**src/rtl/wfa_bram_pkg.sv**
```systemverilog
// Package: wfa_bram_pkg
// Purpose: Shared types and constants for the BRAM burst reader.
//   - burst_state_e : burst FSM states (idle, issuing reads, draining, done pulse).
//   - FIFO_DEPTH_MIN: smallest output buffer depth the reader can work with.
// Ports: none (package).
package wfa_bram_pkg;

    typedef enum logic [1:0] {
        StIdle,
        StRun,
        StDrain,
        StDone
    } burst_state_e;

    // Depth 2 covers one buffered word plus one read in flight; 3 or more sustains 1 word/cycle.
    localparam int unsigned FIFO_DEPTH_MIN = 2;

endpackage

```
**src/rtl/rd_skid_fifo.sv**
```systemverilog
// Module: rd_skid_fifo
// Purpose: Small synchronous FIFO that buffers BRAM read data ahead of the output stream.
//   Outputs come straight from registers (storage, pointers, count).
// Ports:
//   clk, rst   clock and synchronous active-high reset (empties the FIFO)
//   push       write push_data this cycle (ignored when full unless popping too)
//   push_data  entry to write
//   pop        remove the head entry this cycle (ignored when empty)
//   pop_data   head entry
//   valid      FIFO is not empty
//   count      current occupancy, 0..DEPTH
module rd_skid_fifo #(
    parameter int unsigned DEPTH = 4,
    parameter int unsigned WIDTH = 17
) (
    input  logic                         clk,
    input  logic                         rst,
    input  logic                         push,
    input  logic [WIDTH-1:0]             push_data,
    input  logic                         pop,
    output logic [WIDTH-1:0]             pop_data,
    output logic                         valid,
    output logic [$clog2(DEPTH+1)-1:0]   count
);

    localparam int unsigned PTR_W = (DEPTH > 1) ? $clog2(DEPTH) : 1;
    localparam int unsigned CNT_W = $clog2(DEPTH + 1);

    logic [WIDTH-1:0] mem_q [DEPTH];
    logic [PTR_W-1:0] wr_ptr_q;
    logic [PTR_W-1:0] rd_ptr_q;
    logic [CNT_W-1:0] count_q;
    logic             full;
    logic             do_push;
    logic             do_pop;

    // Pointers wrap explicitly so non-power-of-two depths work.
    function automatic logic [PTR_W-1:0] ptr_inc(input logic [PTR_W-1:0] p);
        ptr_inc = (p == PTR_W'(DEPTH - 1)) ? '0 : p + PTR_W'(1);
    endfunction

    assign full    = (count_q == CNT_W'(DEPTH));
    assign do_pop  = pop && (count_q != '0);
    // Push into a full FIFO is fine when the head leaves in the same cycle.
    assign do_push = push && (!full || do_pop);

    always_ff @(posedge clk) begin
        if (rst) begin
            wr_ptr_q <= '0;
            rd_ptr_q <= '0;
            count_q  <= '0;
        end else begin
            if (do_push) begin
                wr_ptr_q <= ptr_inc(wr_ptr_q);
            end
            if (do_pop) begin
                rd_ptr_q <= ptr_inc(rd_ptr_q);
            end
            case ({do_push, do_pop})
                2'b10:   count_q <= count_q + CNT_W'(1);
                2'b01:   count_q <= count_q - CNT_W'(1);
                default: count_q <= count_q;
            endcase
        end
    end

    always_ff @(posedge clk) begin
        if (do_push) begin
            mem_q[wr_ptr_q] <= push_data;
        end
    end

    assign pop_data = mem_q[rd_ptr_q];
    assign valid    = (count_q != '0);
    assign count    = count_q;

endmodule

```
**src/rtl/bram_burst_reader.sv**
```systemverilog
// Module: bram_burst_reader
// Purpose: Reads a contiguous run of words from a single-port BRAM (1-cycle registered read,
//   no read enable) and presents them on a valid/ready stream, absorbing the read latency
//   and downstream back-pressure without dropping or repeating words.
// Optional feature: define BRAM_READER_REVERSE_EN to add the `reverse` input; a burst started
//   with reverse=1 walks addresses downwards (wrapping 0 -> 2**ADDR_WIDTH-1).
// Ports:
//   clk, rst              clock, synchronous active-high reset (aborts any burst, no done)
//   start                 burst request, sampled only while idle
//   base_addr, len        first address and word count (0..2**ADDR_WIDTH)
//   reverse               (BRAM_READER_REVERSE_EN only) descending addresses, sampled with start
//   busy                  burst in progress
//   done                  one-cycle pulse once the burst has completed
//   bram_addr/wen/din     BRAM control; wen and din are tied to zero
//   bram_dout             BRAM read data, valid the cycle after the address
//   out_valid/ready/data  output stream; data is held while stalled
//   out_last              marks the final word of the burst
module bram_burst_reader
    import wfa_bram_pkg::*;
#(
    parameter int unsigned ADDR_WIDTH = 8,
    parameter int unsigned DATA_WIDTH = 16,
    parameter int unsigned FIFO_DEPTH = 4
) (
    input  logic                  clk,
    input  logic                  rst,
    input  logic                  start,
    input  logic [ADDR_WIDTH-1:0] base_addr,
    input  logic [ADDR_WIDTH:0]   len,
`ifdef BRAM_READER_REVERSE_EN
    input  logic                  reverse,
`endif
    output logic                  busy,
    output logic                  done,
    output logic [ADDR_WIDTH-1:0] bram_addr,
    output logic                  bram_wen,
    output logic [DATA_WIDTH-1:0] bram_din,
    input  logic [DATA_WIDTH-1:0] bram_dout,
    output logic                  out_valid,
    input  logic                  out_ready,
    output logic [DATA_WIDTH-1:0] out_data,
    output logic                  out_last
);

    localparam int unsigned LEN_W   = ADDR_WIDTH + 1;
    localparam int unsigned CNT_W   = $clog2(FIFO_DEPTH + 1);
    localparam int unsigned ENTRY_W = DATA_WIDTH + 1;

    if (FIFO_DEPTH < FIFO_DEPTH_MIN) begin : g_depth_check
        $error("bram_burst_reader: FIFO_DEPTH must be at least %0d", FIFO_DEPTH_MIN);
    end

    burst_state_e          state_q, state_d;
    logic [ADDR_WIDTH-1:0] addr_q;
    logic [ADDR_WIDTH-1:0] addr_step;
    logic [LEN_W-1:0]      len_q;
    logic [LEN_W-1:0]      issue_cnt_q;
    logic                  pending_q;
    logic                  pending_last_q;
    logic                  issue;
    logic                  issue_last;
    logic                  can_issue;
    logic                  pop;
    logic [CNT_W:0]        fill;
    logic [CNT_W-1:0]      fifo_count;
    logic [ENTRY_W-1:0]    fifo_data;

`ifdef BRAM_READER_REVERSE_EN
    logic reverse_q;

    always_ff @(posedge clk) begin
        if (rst) begin
            reverse_q <= 1'b0;
        end else if (state_q == StIdle && start) begin
            reverse_q <= reverse;
        end
    end

    assign addr_step = reverse_q ? addr_q - ADDR_WIDTH'(1) : addr_q + ADDR_WIDTH'(1);
`else
    assign addr_step = addr_q + ADDR_WIDTH'(1);
`endif

    // A read in flight already owns a buffer slot; a same-cycle pop is not counted as space.
    assign fill       = {1'b0, fifo_count} + {{CNT_W{1'b0}}, pending_q};
    assign can_issue  = fill < (CNT_W + 1)'(FIFO_DEPTH);
    assign issue_last = (issue_cnt_q + LEN_W'(1)) == len_q;
    assign pop        = out_valid && out_ready;

    always_comb begin
        state_d = state_q;
        issue   = 1'b0;
        done    = 1'b0;
        busy    = (state_q == StRun) || (state_q == StDrain);
        unique case (state_q)
            StIdle: begin
                if (start) begin
                    // A zero-length burst spends one cycle in drain so done lands at C+2.
                    state_d = (len == '0) ? StDrain : StRun;
                end
            end
            StRun: begin
                if (can_issue) begin
                    issue = 1'b1;
                    if (issue_last) begin
                        state_d = StDrain;
                    end
                end
            end
            StDrain: begin
                if (len_q == '0 || (pop && out_last)) begin
                    state_d = StDone;
                end
            end
            StDone: begin
                done    = 1'b1;
                state_d = StIdle;
            end
            default: state_d = StIdle;
        endcase
    end

    always_ff @(posedge clk) begin
        if (rst) begin
            state_q        <= StIdle;
            addr_q         <= '0;
            len_q          <= '0;
            issue_cnt_q    <= '0;
            pending_q      <= 1'b0;
            pending_last_q <= 1'b0;
        end else begin
            state_q        <= state_d;
            pending_q      <= issue;
            pending_last_q <= issue && issue_last;
            if (state_q == StIdle && start) begin
                addr_q      <= base_addr;
                len_q       <= len;
                issue_cnt_q <= '0;
            end else if (issue) begin
                addr_q      <= addr_step;
                issue_cnt_q <= issue_cnt_q + LEN_W'(1);
            end
        end
    end

    assign bram_addr = addr_q;
    assign bram_wen  = 1'b0;
    assign bram_din  = '0;

    // The read issued last cycle returns now; it is tagged with its last-word flag.
    rd_skid_fifo #(
        .DEPTH (FIFO_DEPTH),
        .WIDTH (ENTRY_W)
    ) u_fifo (
        .clk       (clk),
        .rst       (rst),
        .push      (pending_q),
        .push_data ({pending_last_q, bram_dout}),
        .pop       (pop),
        .pop_data  (fifo_data),
        .valid     (out_valid),
        .count     (fifo_count)
    );

    assign out_data = fifo_data[DATA_WIDTH-1:0];
    // Stale storage after an abort must not show up as a last flag.
    assign out_last = out_valid && fifo_data[DATA_WIDTH];

endmodule

```
**config.mk**
```make
export PLATFORM = sky130hd
export DESIGN_NAME = bram_burst_reader
export DESIGN_NICKNAME = d
export VERILOG_FILES = /design/src/rtl/wfa_bram_pkg.sv /design/src/rtl/rd_skid_fifo.sv /design/src/rtl/bram_burst_reader.sv
export SDC_FILE = /design/constraint.sdc
export NUM_CORES = 1
export LEC_CHECK = 0
export ABC_AREA = 0
export ABC_CLOCK_PERIOD_IN_PS = 3100
export BUFFER_PORTS_ARGS = -buffer_cell sky130_fd_sc_hd__buf_2
export CORE_UTILIZATION = 35
export CTS_CLUSTER_DIAMETER = 60
export DETAILED_ROUTE_END_ITERATION = 16
export SYNTH_ARGS = -nofsm -noshare
export SYNTH_HDL_FRONTEND = slang
export SYNTH_SLANG_ARGS = --single-unit
```
**constraint.sdc**
```tcl
create_clock -name clk -period 3.1 [get_ports clk]
set_input_delay 0.62 -clock clk [delete_from_list [all_inputs] [get_ports clk]]
set_output_delay 0.62 -clock clk [all_outputs]
set_load 0.01 [all_outputs]
```
==> impl_metrics.toml, run 1 <==
[route]
viasPerCell = 4.77
ant_nets = 0
dr.pass1.iters = 4
drcViolationCount = 0
wl_per_cell_um = 14.6
dr.first_iter.drc_count = 224
drt-total-wl_mm = 8.86
vias = 2892

[cells_and_area]
insertedDiodeCount = 0
syn2layout_area_growth_pct = 16.0
mostFrequentLayoutCells = "edfxtp_1 (68), buf_2 (64), nand2_1 (41)"
drive_gt1_share_pct = 24.2
layout_commonest_cell = "edfxtp_1"
nets = 479

[setup_path]
endpoint_kind = "output port"
crit_type = "reg2out"
critPathMaxStageDelay_ns = 0.55
cp_data_required_time_ns = 2.48
ff2ff_setup_slack_ns = 0.66
cp_max_fo = 14
crit_family = "multiplexers"
crit_chain = "buf_4 > mux4_2 > buf_2"
crit_buf_inv = 2
worstSetupStartpointType = "flip-flop"
cpMaxStageDelayCell = "mux4_2"
arrival_ns = 1.86

[synthesis]
synthFlopType = "edfxtp_1"
synth_top_cell_by_area = "edfxtp_1"
synth_edf_count = 68
ys_ff_latch = 107
ys_seq_area_share_pct = 60.5
yosysWarnings = 0
synth_area_per_cell_um2 = 12.9
synth.distinct_cells = 46
syn_inst = 361
synthTopCellsByArea = "edfxtp_1 (44%), dfxtp_1 (17%), mux4_2 (8.2%)"
syn_area_mm2 = 0.00466
async_flop_share_pct = 0
synth_top_area_share_pct = 43.8

[power_and_ir_drop]
p_per_area_mw_per_mm2 = 690
peakVddDrop_mv = 0.345
p_leak_nw = 1.95
finalPower_mw = 3.73

[sta]
finalSetupTns_ns = 0
fin_crit_sh_pct = 80.0
setup-violations-final = 0
rsz0062_at_grt = "no"
maxSlewHeadroom_pct = 63.4
drv_slew = 0
clock.fmax_ghz = 0.403
post-route-min-period_ns = 2.48
fin_skew_ns = 0.00503
worst_slack_ns = 0.620
worstMarginPinSlew_ns = 0.549
hold_viol = 0

[worst_hold_path]
hold_path_class = "reg2reg"

[floorplan]
rows = 41
core_area_mm2 = 0.0128
die_height_um = 117
die_area_mm2 = 0.0138
die_width_um = 117
io_pins = 82
initial_core_util_pct = 36.4

[clocking]
cts_tree = "yes"
path_clk_slew_ns = 0.07
cts-resized-gates = 0
cts_num_sinks = 107
numCtsBuffers = 9
cts_buffer_depth = 2
cts_setup_buffers = 0
postCtsHoldBufs = 0
clk_latency_ns = 0.34
htreeDepth = 3
ctsRootBufferMaster = "clkbuf_16"

[global_route]
grt_start_max_net_pins = 30
antenna_found_initial = 0
grt_pass1_vias = 2864
grt_pass1_wl_mm = 14.5
overflow = 0
gr-usage-all-layers_pct = 13.5

[place]
hpwlAfterDp_mm = 6.22
port_buffers = 64
place_ws_ns = 0.507
routabilityCongestion = 0.724

[run]
cap_viol_max_count = 0

[outcome]
status = "completed"
path summary, 6_finish.rpt:
kind | to | start | cells past startpoint
worst min-delay path | len_q[2]$_SDFFE_PP0P_ | len_q[2]$_SDFFE_PP0P_ | 2
worst max-delay path | out_data[13] | flip-flop | 3
worst max register to register | u_fifo.count[2]$_SDFFE_PP0P_ | u_fifo.count[2]$_SDFFE_PP0P_ | 9
worst min register to register | len_q[2]$_SDFFE_PP0P_ | len_q[2]$_SDFFE_PP0P_ | 2
cell families (layout without fill, tap and decap cells):
| family | after synthesis | in the layout | share of synthesized area [%] |
|---|---|---|---|
| other | 1 | 17 | 0.0804 |
| xor gates and xnor gates | 26 | 26 | 4.88 |
| and+or+nand+nor | 110 | 110 | 11.4 |
| buffers and inverters | 44 | 101 | 5.05 |
| muxes | 19 | 19 | 8.67 |
| DFF | 107 | 107 | 60.5 |
| AOI/OAI and AO/OA | 41 | 41 | 5.77 |
| adders and majority gates | 13 | 13 | 3.65 |
worst reg2reg max path, delay by kind of cell (launching register included):
| family | cells | cell delay [ns] |
|---|---|---|
| AO/OA/AOI/OAI | 2 | 0.67 |
| adder cells (fa/ha/maj) | 2 | 0.59 |
| flip-flops | 1 | 0.37 |
| AND/OR/NAND/NOR | 1 | 0.30 |
| buffers and inverters | 3 | 0.28 |
| XOR/XNOR | 1 | 0.16 |
layout make-up:
class	count	area [um2]
repair buffers	72	380
inverters	13	48.8
clock buffers	11	233
clock inverters	5	46.3
fillers	1219	7410
well taps	172	215
flip-flops and latches	107	2820
multi-input cells	226	1660
cell usage after synthesis, drive strengths merged (2+ instances only):
cell type	number
edfxtp	68
nand2	41
dfxtp	39
nor2	29
buf	24
a21oi	17
mux4	17
xnor2	14
inv	13
ha	12
xor2	12
and2	7
clkbuf	7
nand3	7
a211oi	6
nand4	4
nor4	4
a31oi	3
nor3	3
o21ai	3
a311oi	2
and3	2
and4	2
and4b	2
nand4b	2
o211ai	2
o22ai	2
or3	2
flip-flops by register name, summed over array words and instances (netlist names), named ones only:
register,cells
u_fifo.count,3
pending_q,1
issue_cnt_q,9
pending_last_q,1
u_fifo.mem_q,68
state_q,2
u_fifo.rd_ptr_q,2
len_q,9
bram_addr,8
u_fifo.wr_ptr_q,2
routing by layer:
layer / GRT usage, % / part of all wire (%) / routed length [um]
met1: 17.6 / 47 / 4170
met2: 22.0 / 48 / 4220
met4: 3.81 / 0.73 / 65
met3: 3.65 / 4.5 / 399
met5: 0 / 0 / 0
stage by stage:
stage	hold WS [ns]	instance area, um2	utilization, %	instances
6_report	0.491	5410	42.2	606
4_1_cts	0.479	5410	42.2	606
5_1_grt	0.487	5410	42.2	606
3_3_place_gp	0.475	5130	40.0	590
2_1_floorplan	0.438	4720	-	377
3_5_place_dp	0.483	5130	40.0	590
where the power goes:
| part | internal (mW) | switching (mW) |
|---|---|---|
| Combinational | 0.399 | 0.504 |
| Sequential | 1.65 | 0.107 |
| Clock | 0.559 | 0.513 |
| Total | 2.61 | 1.12 |
(Power assumes the default switching activity.)
==> run 2: changes to the inputs <==
--- a/config.mk
+++ b/config.mk
@@ -5,8 +5,8 @@
 export SDC_FILE = /design/constraint.sdc
 export NUM_CORES = 1
 export LEC_CHECK = 0
-export ABC_AREA = 0
-export ABC_CLOCK_PERIOD_IN_PS = 3100
+export ABC_AREA = 1
+export ABC_CLOCK_PERIOD_IN_PS = 2050
 export BUFFER_PORTS_ARGS = -buffer_cell sky130_fd_sc_hd__buf_2
 export CORE_UTILIZATION = 35
 export CTS_CLUSTER_DIAMETER = 60
==> constraint.sdc (replaced) <==
create_clock -name clk -period 2.05 [get_ports clk]
set_input_delay 0.41 -clock clk [delete_from_list [all_inputs] [get_ports clk]]
set_output_delay 0.41 -clock clk [all_outputs]
set_load 0.01 [all_outputs]
==> run 2 against run 1 <==
Combinational power rose to 2.7 times the previous value; synthesized area is 3.2% higher; worst hold slack got worse by 0.22 ns; die area rose by 3.1%; core utilization rose by 1.1 points; power up 90%; sequential power up 62%; via count rose by 24%; worst setup slack got worse by 0.47 ns; critical path depth grew 9; critical endpoint is now u_fifo.count[2]$_SDFFE_PP0P_; clock power rose by 70%.
==> impl_metrics.toml, run 2 <==
[outcome]
status = "completed"

[clocking]
cts_num_sinks = 107
clk_latency_ns = 0.35
path_clk_slew_ns = 0.08
postCtsHoldBufs = 0
ctsRootBufferMaster = "clkbuf_16"
numCtsBuffers = 9
cts_tree = "yes"
htreeDepth = 3
cts_buffer_depth = 2

[setup_path]
arrival_ns = 2.14
endpoint_kind = "flip-flop"
cp_max_fo = 4
worstReg2RegEnd = "u_fifo.count[2]$_SDFFE_PP0P_"
cp_data_required_time_ns = 2.28
ff2ff_path_depth = 12
ff2ff_setup_slack_ns = 0.15
r2r_start = "u_fifo.count[1]$_SDFFE_PP0P_"
crit_type = "reg2reg"
worstSetupStartpointType = "flip-flop"

[route]
dr.first_iter.drc_count = 221
ant_nets = 0
vias = 3578
dr.pass1.iters = 4
drcViolationCount = 0
drt-total-wl_mm = 10.0
wl_per_cell_um = 13.4
viasPerCell = 4.78

[sta]
fin_crit_sh_pct = 92.9
fin_skew_ns = 0.00729
maxSlewHeadroom_pct = 62.0
drv_slew = 0
whs_ns = 0.270
clock.fmax_ghz = 0.525
worstMarginPinSlew_ns = 0.570
setup-violations-final = 0
hold_viol = 0
post-route-min-period_ns = 1.90

[synthesis]
synth_area_per_cell_um2 = 9.82
synth_edf_count = 68
synth_most_common_cell = "edfxtp_1"
synthTopCellsByArea = "edfxtp_1 (42%), dfxtp_1 (16%), o21ai_0 (5.9%)"
synth_top_area_share_pct = 42.4
async_flop_share_pct = 0
synthFlopType = "edfxtp_1"
synth.distinct_cells = 40
ys_ff_latch = 107
synth_top_cell_by_area = "edfxtp_1"
syn_area_mm2 = 0.00481
yosysWarnings = 0
syn_inst = 490
ys_seq_area_share_pct = 58.7
yosys-top-cells-count = "edfxtp_1 (68), nor2_1 (67), nand2_1 (58)"

[floorplan]
initial_core_util_pct = 36.0
core_area_mm2 = 0.0133
io_pins = 82
die_width_um = 119
rows = 42
die_area_mm2 = 0.0142
die_height_um = 119

[place]
hpwlAfterDp_mm = 6.92
port_buffers = 64
routabilityCongestion = 0.826

[cells_and_area]
syn2layout_area_growth_pct = 20.1
reg_top3 = "u_fifo.mem_q x68, issue_cnt_q x9, len_q x9"
top_register = "u_fifo.mem_q"
layout_commonest_cell = "edfxtp_1"
largest_reg_flops = 68
insertedDiodeCount = 0
drive_gt1_share_pct = 22.4
n_fill_cell = 1307
mostFrequentLayoutCells = "edfxtp_1 (68), nor2_1 (66), buf_2 (64)"
nets = 617

[power_and_ir_drop]
finalPower_mw = 7.08
p_per_area_mw_per_mm2 = 1230
peakVddDrop_mv = 0.562
p_leak_nw = 2.28

[global_route]
gr-usage-all-layers_pct = 15.0
grt_start_max_net_pins = 27
grt_pass1_vias = 3493
overflow = 0
antenna_found_initial = 0
grt_pass1_wl_mm = 16.7

[worst_hold_path]
worstHoldStart = "bram_dout[15]"
hold_path_class = "in2reg"
hold_end = "u_fifo.mem_q[3][15]$_DFFE_PP_"
min_path_cells = 1

[run]
cap_viol_max_count = 0
run 2: stage by stage:
stage	cells	TNS [ns]	worst slack, ns	area [um2]	util [%]
after floorplan	506	-5.40	-0.0794	4870	-
after global placement	729	0	0.0931	5400	40.4
after detailed placement	729	-0.0296	-0.0296	5400	40.4
after CTS	745	0	0.00419	5730	42.9
after global routing	748	-0.0162	-0.0113	5780	43.3
final	748	0	0.145	5780	43.3
run 2: how the worst max path moves through the flow:
stage / startpoint / endpoint / slack [ns]
after global placement: u_fifo.count[0]$_SDFFE_PP0P_ / u_fifo.count[2]$_SDFFE_PP0P_ / 0.09
final: u_fifo.count[1]$_SDFFE_PP0P_ / u_fifo.count[2]$_SDFFE_PP0P_ / 0.15
after detailed placement: u_fifo.count[1]$_SDFFE_PP0P_ / u_fifo.count[2]$_SDFFE_PP0P_ / -0.03
after floorplan: u_fifo.count[1]$_SDFFE_PP0P_ / u_fifo.mem_q[0][0]$_DFFE_PP_ / -0.08
after global routing: u_fifo.count[1]$_SDFFE_PP0P_ / u_fifo.count[1]$_SDFFE_PP0P_ / -0.01
after CTS: u_fifo.count[0]$_SDFFE_PP0P_ / u_fifo.count[2]$_SDFFE_PP0P_ / 0.004
run 2: per-layer routing:
metal  global-route usage (%)  vias to the layer above  share of wire [%]
met5                        0                        -                  0
li1                         -                     1806                  -
met4                     4.51                        0                1.2
met3                     4.17                       10                7.0
met2                     26.3                      100                 49
met1                     17.7                     1662                 43
run 2: cell type report:
| class | instances | area, um2 | area share (%) |
|---|---|---|---|
| Sequential cell | 107 | 2830 | 48.9 |
| Clock inverter | 7 | 103 | 1.78 |
| Clock buffer | 9 | 225 | 3.90 |
| Multi-Input combinational cell | 322 | 1710 | 29.6 |
| Timing Repair Buffer | 83 | 529 | 9.16 |
| Tap cell | 176 | 220 | 3.81 |
| Inverter | 44 | 169 | 2.92 |
run 2: cells by family after synthesis:
logic type,share of synthesized area [%]
and+or+nand+nor,15.7
AOI/OAI and AO/OA,13.4
DFF,58.7
buffers and inverters,7.54
adders and majority gates,3.54
xor gates and xnor gates,1.09
other,0.0779
run 2: critical path, stage by stage, from the launching register on:
cell and delay (ns):
dfxtp_2 0.35, nor2_4 0.12, nand2_1 0.08, nand2_2 0.10, a31oi_1 0.08, clkinv_1 0.06, ha_1 0.16, inv_2 0.07
fa_2 0.38, a21oi_2 0.15, o21ai_2 0.08, o21ai_1 0.11, a21oi_1 0.06
run 2: repair_timing:
| action | CTS | global route |
|---|---|---|
| pin swaps | 0 | 4 |
| setup buffers | 0 | 3 |
| endpoints found under the setup margin | 1 | 15 |
| gates resized for setup | 1 | 14 |
run 2: power breakdown:
group	leakage (nW)	switching [mW]	internal [mW]
registers	0.936	0.241	2.61
clock network	0.160	0.829	0.991
logic	1.19	1.47	0.938
total	2.28	2.54	4.54
==> run 3: changes to the inputs <==
--- a/config.mk
+++ b/config.mk
@@ -8,9 +8,13 @@
 export ABC_AREA = 1
 export ABC_CLOCK_PERIOD_IN_PS = 2050
 export BUFFER_PORTS_ARGS = -buffer_cell sky130_fd_sc_hd__buf_2
-export CORE_UTILIZATION = 35
+export CELL_PAD_IN_SITES_DETAIL_PLACEMENT = 2
+export CELL_PAD_IN_SITES_GLOBAL_PLACEMENT = 2
+export CORE_UTILIZATION = 31
 export CTS_CLUSTER_DIAMETER = 60
 export DETAILED_ROUTE_END_ITERATION = 16
+export PLACE_DENSITY_LB_ADDON = 0.1
 export SYNTH_ARGS = -nofsm -noshare
 export SYNTH_HDL_FRONTEND = slang
 export SYNTH_SLANG_ARGS = --single-unit
+export TNS_END_PERCENT = 20
==> run 3 against run 2 <==
Final cell count grew 2.0%; sequential power is essentially flat; critical path depth shrank 7; sequential share of layout area increased by 0.48 points; flip-flop and latch count is the same; clock skew decreased by 0.00075 ns; cell area shrank 0.93%; count of clock-buffer cells in the layout rose by 2; clock power fell by 10%; wire length is 26% higher; critical endpoint is now out_data[0]; largest power group unchanged; highest routed layer is now met5.
==> impl_metrics.toml, run 3 (synthesis gave the netlist of run 2 again) <==
[setup_path]
ff2ff_setup_slack_ns = 0.15
arrival_ns = 1.51
critPathMaxStageDelay_ns = 0.35
cp_max_fo = 14
cp_data_required_time_ns = 1.64
crit_type = "reg2out"
r2r_start = "u_fifo.count[1]$_SDFFE_PP0P_"
worstSetupStartpointType = "flip-flop"
worstReg2RegEnd = "u_fifo.count[2]$_SDFFE_PP0P_"
ff2ff_path_depth = 12
cpMaxStageDelayCell = "dfxtp_2"
endpoint_kind = "output port"
crit_chain = "inv_1 > buf_4 > nor2_1 > o22ai_1 > buf_2"

[power_and_ir_drop]
p_sw_mw = 2.61
peakVddDrop_mv = 0.415
p_leak_nw = 2.26
combPwrFrac_pct = 35.6
p_per_area_mw_per_mm2 = 1220
p_int_mw = 4.37
switching_share_pct = 37.3
clkPwrFrac_pct = 23.4
power_frac_seq_pct = 41.1

[cells_and_area]
final_area_mm2 = 0.00573
finalNonFillerCells = 763
syn2layout_area_growth_pct = 19.0
regArea_mm2 = 0.00283
largest_reg_flops = 68
drive_gt1_share_pct = 21.4
reg_top3 = "u_fifo.mem_q x68, issue_cnt_q x9, len_q x9"
multiInputGateArea_mm2 = 0.00170
n_fill_cell = 1683
layout_commonest_cell = "edfxtp_1"
mostFrequentLayoutCells = "edfxtp_1 (68), nor2_1 (66), buf_2 (64)"
nets = 619
top_register = "u_fifo.mem_q"

[place]
routabilityCongestion = 0.732
port_buffers = 64
hpwlAfterDp_mm = 9.20
dp.cells = 745
dpl_cell_area_mm2 = 0.00543
place_ws_ns = -0.0500

[sta]
worst_slack_ns = 0.125
fin_crit_sh_pct = 93.9
setup-violations-final = 0
fin_skew_ns = 0.00653
rsz0062_at_grt = "yes"
drv_slew = 0
clock.fmax_ghz = 0.520
finalSetupTns_ns = 0
post-route-min-period_ns = 1.92
hold_viol = 0

[clocking]
cts_num_sinks = 107
clk_latency_ns = 0.35
cts_buffer_depth = 2
htreeDepth = 3
path_clk_slew_ns = 0.07
numCtsBuffers = 9
ctsRootBufferMaster = "clkbuf_16"
cts_tree = "yes"

[global_route]
overflow = 0
globalRouteMet1Util_pct = 20.3
grt-busiest-layer = "met2"
grt_pass1_vias = 3992
grt_pass1_wl_mm = 20.7
antenna_found_initial = 2
use_met3_pct = 4.64
gr-usage-all-layers_pct = 17.1
grtUsageMet2_pct = 29.8
grt_start_max_net_pins = 23

[floorplan]
die_area_mm2 = 0.0160
io_pins = 82
initial_core_util_pct = 31.8
die_height_um = 127
die_width_um = 127
rows = 45
core_area_mm2 = 0.0151

[worst_hold_path]
min_path_cells = 1
worstHoldStart = "bram_dout[1]"
hold_end = "u_fifo.mem_q[1][1]$_DFFE_PP_"
hold_path_class = "in2reg"

[route]
dr.pass1.iters = 4
drcViolationCount = 0
drt-total-wl_mm = 12.6
dr.first_iter.drc_count = 141
vias = 3700
ant_nets = 0
wl_per_cell_um = 16.6
viasPerCell = 4.85

[outcome]
status = "completed"

[run]
cap_viol_max_count = 0
-- run 3: layout make-up --
type | count | area share (%)
inverter | 44 | 2.88
clock inverter | 5 | 0.656
antenna | 1 | 0.0437
tap | 188 | 4.11
multi-input combinational | 322 | 29.7
clock buffer | 11 | 4.06
sequential | 107 | 49.4
timing repair buffer | 85 | 9.22
-- run 3: layer usage --
metal,wire (um),vias up,share of wire (%)
met5,9,-,0.071
met4,132,2,1.0
met3,519,15,4.1
met2,6310,69,50
met1,5670,1799,45
li1,-,1815,-
-- run 3: power groups by stage --
stage	combinational, mW	sequential (mW)	clock [mW]
6_report	2.48	2.87	1.63
3_5_place_dp	2.51	2.91	0
5_1_grt	2.83	2.91	1.78
3_3_place_gp	2.41	2.89	0
2_1_floorplan	1.54	2.86	0
4_1_cts	2.53	2.86	1.70
-- run 3: worst max-delay path by stage --
| stage | startpoint | endpoint | cells past startpoint | slack (ns) |
|---|---|---|---|---|
| 5_1_grt | u_fifo.count[1]$_SDFFE_PP0P_ | u_fifo.count[2]$_SDFFE_PP0P_ | 12 | -0.02 |
| 6_report | flip-flop | out_data[0] | 5 | 0.13 |
| 4_1_cts | u_fifo.count[0]$_SDFFE_PP0P_ | u_fifo.count[2]$_SDFFE_PP0P_ | 12 | 0.03 |
| 3_3_place_gp | u_fifo.count[1]$_SDFFE_PP0P_ | u_fifo.count[2]$_SDFFE_PP0P_ | 12 | 0.08 |
| 2_1_floorplan | u_fifo.count[1]$_SDFFE_PP0P_ | u_fifo.mem_q[0][0]$_DFFE_PP_ | 6 | -0.08 |
| 3_5_place_dp | u_fifo.count[1]$_SDFFE_PP0P_ | u_fifo.count[2]$_SDFFE_PP0P_ | 12 | -0.05 |
-- run 3: what timing repair did --
item / in CTS / in global routing
pin swaps: 0 / 1
resized for setup: 2 / 8
endpoints found under the setup margin: 1 / 12
buffers inserted: 0 / 1
hold buffers: 0 / 0
-- run 3: stage by stage --
step | power [mW] | hold slack, ns | utilization, %
2_1_floorplan | 4.40 | 0.438 | -
3_3_place_gp | 5.30 | 0.455 | 35.8
3_5_place_dp | 5.42 | 0.489 | 35.8
4_1_cts | 7.08 | 0.251 | 37.7
5_1_grt | 7.51 | 0.260 | 37.8
6_report | 6.98 | 0.273 | 37.8
-- run 3: critical path, delay by kind of cell (launching register included) --
kind / cells / cell delay, ns
buffers and inverters: 3 / 0.51
AO/OA/AOI/OAI: 1 / 0.23
AND/OR/NAND/NOR: 1 / 0.07
flip-flops: 1 / 0.35
